`src/rtl/spram_arb_pkg.sv`:
```
// Shared types for the SPRAM arbiter: phase and grant encodings
// plus the byte-lane write masks for the 16-bit SPRAM word.
package spram_arb_pkg;

   typedef enum logic {
      ST_LOAD,
      ST_RUN
   } arb_state_t;

   typedef enum logic [1:0] {
      GNT_NONE,
      GNT_LD,
      GNT_RD,
      GNT_WR
   } grant_t;

   localparam logic [3:0] MASK_LO  = 4'b0011;
   localparam logic [3:0] MASK_HI  = 4'b1100;
   localparam logic [3:0] MASK_ALL = 4'b1111;

endpackage

```
`src/rtl/spram_arbiter.sv`:
```
// spram_arbiter: sole owner of the SP256K SPRAM port. Boot loader only in
// LOAD; in RUN reads have priority, a pending byte write wins after
// WR_MAX_WAIT refusals.
// Ports:
//   clk, reset_n          clock, synchronous active-low reset
//   load_done             loader finished (level)
//   ld_req/addr/data/ack  loader word writes (LOAD phase only)
//   rd_req/addr/ack       word reads; rd_valid/rd_data one cycle after ack
//   wr_req/addr/data/ack  byte writes; wr_addr[0] selects the lane
//   running               1 once in RUN phase
//   spram_*               SPRAM macro pins (DO is an input)
module spram_arbiter
   import spram_arb_pkg::*;
#(
   parameter int unsigned WR_MAX_WAIT = 4
) (
   input  logic        clk,
   input  logic        reset_n,
   input  logic        load_done,
   input  logic        ld_req,
   input  logic [15:0] ld_addr,
   input  logic [15:0] ld_data,
   output logic        ld_ack,
   input  logic        rd_req,
   input  logic [15:0] rd_addr,
   output logic        rd_ack,
   output logic        rd_valid,
   output logic [15:0] rd_data,
   input  logic        wr_req,
   input  logic [16:0] wr_addr,
   input  logic [7:0]  wr_data,
   output logic        wr_ack,
   output logic        running,
   output logic [15:0] spram_addr,
   output logic [15:0] spram_di,
   output logic [3:0]  spram_maskwe,
   output logic        spram_we,
   output logic        spram_cs,
   input  logic [15:0] spram_do
);

   localparam logic [3:0] WMAX = 4'(WR_MAX_WAIT);

   arb_state_t  state_q, state_d;
   logic [3:0]  wait_q, wait_d;
   logic        rd_valid_q;
   logic [15:0] addr_q;
   grant_t      gnt;

   // Grant decode. Held in reset so nothing touches the SPRAM
   // while reset_n is low.
   always_comb begin
      gnt = GNT_NONE;
      if (reset_n) begin
         if (state_q == ST_LOAD) begin
            if (ld_req) gnt = GNT_LD;
         end else if (rd_req && wr_req) begin
            gnt = (wait_q >= WMAX) ? GNT_WR : GNT_RD;
         end else if (rd_req) begin
            gnt = GNT_RD;
         end else if (wr_req) begin
            gnt = GNT_WR;
         end
      end
   end

   // Next state: RUN is entered once the loader is idle and done.
   // wait_d counts consecutive refusals of a pending write.
   always_comb begin
      state_d = state_q;
      if (state_q == ST_LOAD && load_done && !ld_req)
         state_d = ST_RUN;
      wait_d = '0;
      if (gnt == GNT_RD && wr_req)
         wait_d = (wait_q == 4'hF) ? wait_q : wait_q + 4'd1;
   end

   always_ff @(posedge clk) begin
      if (!reset_n) begin
         state_q    <= ST_LOAD;
         wait_q     <= '0;
         rd_valid_q <= 1'b0;
         addr_q     <= '0;
      end else begin
         state_q    <= state_d;
         wait_q     <= wait_d;
         rd_valid_q <= rd_ack;
         addr_q     <= spram_addr;
      end
   end

   // Output decode; an idle cycle keeps the last address on AD.
   always_comb begin
      ld_ack       = 1'b0;
      rd_ack       = 1'b0;
      wr_ack       = 1'b0;
      spram_cs     = 1'b0;
      spram_we     = 1'b0;
      spram_addr   = addr_q;
      spram_di     = '0;
      spram_maskwe = '0;
      unique case (gnt)
         GNT_LD: begin
            ld_ack       = 1'b1;
            spram_cs     = 1'b1;
            spram_we     = 1'b1;
            spram_addr   = ld_addr;
            spram_di     = ld_data;
            spram_maskwe = MASK_ALL;
         end
         GNT_RD: begin
            rd_ack     = 1'b1;
            spram_cs   = 1'b1;
            spram_addr = rd_addr;
         end
         GNT_WR: begin
            wr_ack       = 1'b1;
            spram_cs     = 1'b1;
            spram_we     = 1'b1;
            spram_addr   = wr_addr[16:1];
            spram_di     = {wr_data, wr_data};
            spram_maskwe = wr_addr[0] ? MASK_HI : MASK_LO;
         end
         default: ;
      endcase
   end

   assign running  = (state_q == ST_RUN);
   // A reset arriving while a read is in flight kills its valid.
   assign rd_valid = rd_valid_q & reset_n;
   assign rd_data  = spram_do;

endmodule

```
`config.mk`:
```
export PLATFORM = sky130hd
export DESIGN_NAME = spram_arbiter
export DESIGN_NICKNAME = d
export VERILOG_FILES = /design/src/rtl/spram_arb_pkg.sv /design/src/rtl/spram_arbiter.sv
export SDC_FILE = /design/constraint.sdc
export NUM_CORES = 1
export LEC_CHECK = 0
export ABC_AREA = 0
export BUFFER_PORTS_ARGS = -buffer_cell sky130_fd_sc_hd__buf_2
export CORE_MARGIN = 2
export CORE_UTILIZATION = 40
export DETAILED_ROUTE_END_ITERATION = 8
export GPL_ROUTABILITY_DRIVEN = 1
export PLACE_DENSITY_LB_ADDON = 0.12
export SETUP_SLACK_MARGIN = 0.15
export SLEW_MARGIN = 20
export SYNTH_ARGS = -nofsm -noshare
export SYNTH_HDL_FRONTEND = slang
export SYNTH_SLANG_ARGS = --single-unit
```
`constraint.sdc`:
```
create_clock -name clk -period 6.3 [get_ports clk]
set_input_delay 1.89 -clock clk [delete_from_list [all_inputs] [get_ports clk]]
set_output_delay 1.89 -clock clk [all_outputs]
set_load 0.02 [all_outputs]
```
# [Yosys cells after proc, flatten, opt, wreduce, memory -nomap -nowiden]
# Cells that the tools add are included.
# W data, S select, Z words.
[totals] register_bits=22 input_bits=95 output_inout_bits=59 wordCells=36
[classes] add_sub_neg=1 n_lt_le_gt_ge=1 n_eq_ne=4 n_mux=16 n_bitwise=2 reduce_logical=8
[ops] op="$pmux W16 S3" n=1
[ops] op="$pmux W16 S2" n=1
[ops] op="$mux W2" n=5
[ops] op="$pmux W4 S2" n=1
[ops] op="$mux W1" n=7
[ops] op="$add A4 B1 Y4 const B" n=1
[ops] op="$eq A2 B2 Y1 const B" n=2
[ops] op="$eq A4 B4 Y1 const B" n=1
[ops] op="$ge A4 B3 Y1 const B" n=1
[ops] op="$logic_and A1 B1 Y1" n=4
[ops] op="$mux W4" n=1
[ops] op="$reduce_or A3 Y1" n=1
[ops] op="$eq A2 B1 Y1 const B" n=1
[ops] op="$reduce_and A2 Y1" n=1
[ops] op="$reduce_or A2 Y1" n=1
[ops] op="$and A1 B1 Y1" n=1
[ops] op="$logic_not A1 Y1" n=1
[ops] op="$not A1 Y1" n=1

# [Depth between registers and ports, before layout]
[depth] word_depth=8 ltp_mapped=6

# [Worst setup path after synthesis]
# OpenSTA, ideal clock, no wires.
[synth_path] kind="in2out" from="in rd_req" to="out spram_maskwe[3]" t_arrival_ns=3.122 t_required_ns=4.410 setup_slack_ns=1.288 cell_stages=6 path_buffers=3 cell_sequence="nor3b_2 o21a_1 buf_4 buf_4 nor2_1 buf_4"
[synth_via] elab_chain_cells=6 elab_cells_between_ends=8
[synth_lines] element="start: declaration" line="spram_arbiter.sv:24" text="input logic rd_req,"
[synth_lines] element="$mux W2 or $logic_and A1 B1 Y1 (tied branches)" line="spram_arbiter.sv:59, spram_arbiter.sv:57"
[synth_lines] element="$mux W2 (*)" line="spram_arbiter.sv:57" text="end else if (rd_req && wr_req) begin"
[synth_lines] element="$mux W2 (*)" line="spram_arbiter.sv:55" text="if (state_q == ST_LOAD) begin"
[synth_lines] element="$mux W2 (*)" line="spram_arbiter.sv:54" text="if (reset_n) begin"
[synth_lines] element="$eq A2 B2 Y1 or $eq A2 B1 Y1 (tied branches)" line="spram_arbiter.sv:102" text="unique case (gnt)"
[synth_lines] element="$pmux W4 S2 (*)" line="spram_arbiter.sv:102"
[synth_lines] element="end: declaration" line="spram_arbiter.sv:36" text="output logic [3:0] spram_maskwe,"
# Mark *: on every way between the ends. The rest lies on a longest branch, timed or not.

# [Worst setup path in the final report]
[layout_path] from="in reset_n" to="out spram_addr[3]"
[layout_via] elab_chain_cells=3 elab_cells_between_ends=5
[layout_lines] element="start: declaration" line="spram_arbiter.sv:18" text="input logic reset_n,"
[layout_lines] element="$mux W2 (*)" line="spram_arbiter.sv:54"
[layout_lines] element="$eq A2 B2 Y1 or $eq A2 B1 Y1 (tied branches)" line="spram_arbiter.sv:102"
[layout_lines] element="$pmux W16 S3 (*)" line="spram_arbiter.sv:102"
[layout_lines] element="end: declaration" line="spram_arbiter.sv:34" text="output logic [15:0] spram_addr,"
# Marks and branches as above.

==> reports/results.txt <==
slowest CP cell = or2_4
asr flop ratio synth = 0
min Tclk post-route = 5.325 ns
die width = 67.92 um
crit share post-route = 0.8453
# IOs = 154
Crit. End Element = output port
core area = 3971 um2
gpl congestion = 0.7627
final hold vios = 0
crit path launch type = input pin
max cap viols = 0
status = complete, no violations
Post-CTS Resized = 0
Post-CTS Hold Fix Bufs = 0
Total GRT Usage = 0.2008
initial antenna violation count = 0
Slew HR = 0.5306
routed wire length = 4.889 mm
top_reg_cell synth = dfxtp_1
Nets = 423
endpoints failing setup = 0
DRC viols = 0
largest family of logic cells by synthesized area = compound AO/OA/AOI/OAI gates
Mean Syn Cell Area = 7.105 um2
vias in the first global route = 1675
share of cells above drive strength 1 = 0.4387
EDFF count, synth = 0
# rows = 23
placed insts = 372
Overflow after GRT = 0
synthesized-area fraction occupied by adder cells = 0.007657
CP delay by family, top = buffers and inverters
VDD IR max = 0.1497 mV
Compound-Gate Fraction of Synth Area = 0.3063
Arr. time, crit path = 3.44 ns
Synth warnings = 0
max-slew violations = 0
Overall Power = 0.4321 mW
CTS Buf Count = 3
Clock Tree Root = clkbuf_8
post-CTS setup buffer count = 0
first-pass GRT wire length = 7.155 mm
WP buf/inv = 3
Die Y = 67.92 um
simple-gate portion of the synthesized area = 0.2397
commonest non-fill, non-tap cells in the layout = 121 x buf_2, 50 x nand2_1, 25 x a31oi_1
Clock Tree Buf Depth = 2
CTS Sinks = 22
final non-filler cell total = 376
commonest non-fill, non-tap cell in the layout = buf_2
Port Buf Inserts = 121
initial drt markers = 63
number of H-tree levels = 1
Area Growth Syn to Fin = 33.31%
vias = 1990
Clk pin slew, worst setup/hold paths = 0.08 ns
Routed Antenna Nets = 0
pwr dens = 198.3 nW/um2
CP cell instances = buf_2 > nand3_1 > or2_4 > inv_2 > nand2_1 > a31oi_1 > buf_2
ANT cells = 0
Static Leakage = 1.122 nW
most used cell, CP = buf_2
Wirelength per Cell = 13.00 um
crit-path max cell delay = 0.34 ns
Achievable Freq = 187.8 MHz
Seq cells post-synth = 22
clock skew = 0.001603 ns
die area = 4612 um2
post-synthesis cell count = 230
Skew-Pair Late Insertion Delay = 0.26 ns
synthesized cell area = 1634 um2
Synth Net Count = 326
setup TNS = 0 ns
dpl ws = 0.9518 ns
DP HPWL = 3.811 mm
CP Max Fanout = 24
total iterations of the first detailed-routing run = 4
Hold WC Path Type = flop to flop
unrepaired setup endpoints after global routing = false
proportion of synthesized area in mux cells = 0.02680
Via-to-Cell Ratio = 5.293
largest net degree at the start of global routing = 25
initial core utilization = 0.4115
Worst-Margin Slew = 0.7041 ns
CTS tree = yes
unique cell type count in the Yosys netlist = 34
Synth Area in XOR/XNOR = 0.005360
Reg2Reg Setup Slack = 4.43 ns
critical path class = input pin to output port
fin worst setup slack = 0.9747 ns
Worst EP required = 4.41 ns
post-synthesis sequential area ratio = 0.2695
-- registers in the layout (all words and copies together) (netlist names) --
| signal | count |
|---|---|
| addr_q | 16 |
| rd_valid_q | 1 |
| running | 1 |
| wait_q | 4 |
-- worst paths after layout --
check,cells after the start,to,startpoint
min reg2reg,2,wait_q[1],wait_q[1]
min,2,wait_q[1],wait_q[1]
max,7,spram_addr[3],reset_n
max reg2reg,4,addr_q[3],running
-- through the flow --
step / cell area [um2] / util / hold slack (ns)
2_1_floorplan: 1634 / - / 0.4646
6_report: 2178 / 0.5485 / 0.5294
5_1_grt: 2178 / 0.5485 / 0.5563
3_5_place_dp: 2107 / 0.5306 / 0.5146
4_1_cts: 2178 / 0.5485 / 0.5355
3_3_place_gp: 2107 / 0.5306 / 0.4831
-- metal layers --
| layer | routed length, um | track usage |
|---|---|---|
| met5 | 0 | 0 |
| met4 | 23 | 0.04250 |
| met3 | 377 | 0.03618 |
| met2 | 2584 | 0.4032 |
| met1 | 1903 | 0.2152 |
-- cell usage after synthesis, drive strengths merged (3+ instances only) --
| cell | count | share of area |
|---|---|---|
| nand2 | 50 | 0.11 |
| buf | 29 | 0.13 |
| a31oi | 25 | 0.096 |
| dfxtp | 22 | 0.27 |
| nor2 | 20 | 0.047 |
| a21oi | 17 | 0.052 |
| o21ai | 14 | 0.045 |
| o211ai | 12 | 0.055 |
| and2 | 5 | 0.019 |
| inv | 4 | 0.0092 |
| o21a | 4 | 0.018 |
| clkbuf | 3 | 0.0069 |
| mux2 | 3 | 0.021 |
| nand3 | 3 | 0.0092 |
| o221a | 3 | 0.021 |
| or3 | 3 | 0.011 |
-- cell type report --
class,count,area [um2]
timing repair buffer,124,628.1
tap,50,62.56
clock buffer,3,41.29
inverter,4,15.01
fill,442,1793
sequential,22,440.4
clock inverter,1,30.03
multi-input combinational,172,960.9
-- worst register-to-register path, stage by stage, from the launching register on --
cell      delay, ns
dfxtp_1        0.50
o21a_1         0.43
nand2_1        0.38
o211ai_1       0.33
a31oi_1        0.12
-- power by group --
group | internal [mW] | switching (mW)
registers | 0.149 | 0.00509
clock network | 0.0849 | 0.0472
logic | 0.0601 | 0.0861
-- logic make-up (layout without fill, tap and decap cells) --
| kind of cell | after synthesis | count (layout) |
|---|---|---|
| AND/OR/NAND/NOR | 87 | 87 |
| AO/OA/AOI/OAI | 78 | 78 |
| buffers and inverters | 36 | 132 |
| flip-flops | 22 | 22 |
| multiplexers | 4 | 4 |
| adder cells (fa/ha/maj) | 1 | 1 |
| other | 1 | 1 |
| XOR/XNOR | 1 | 1 |
Power figures use the tool's default switching activity.
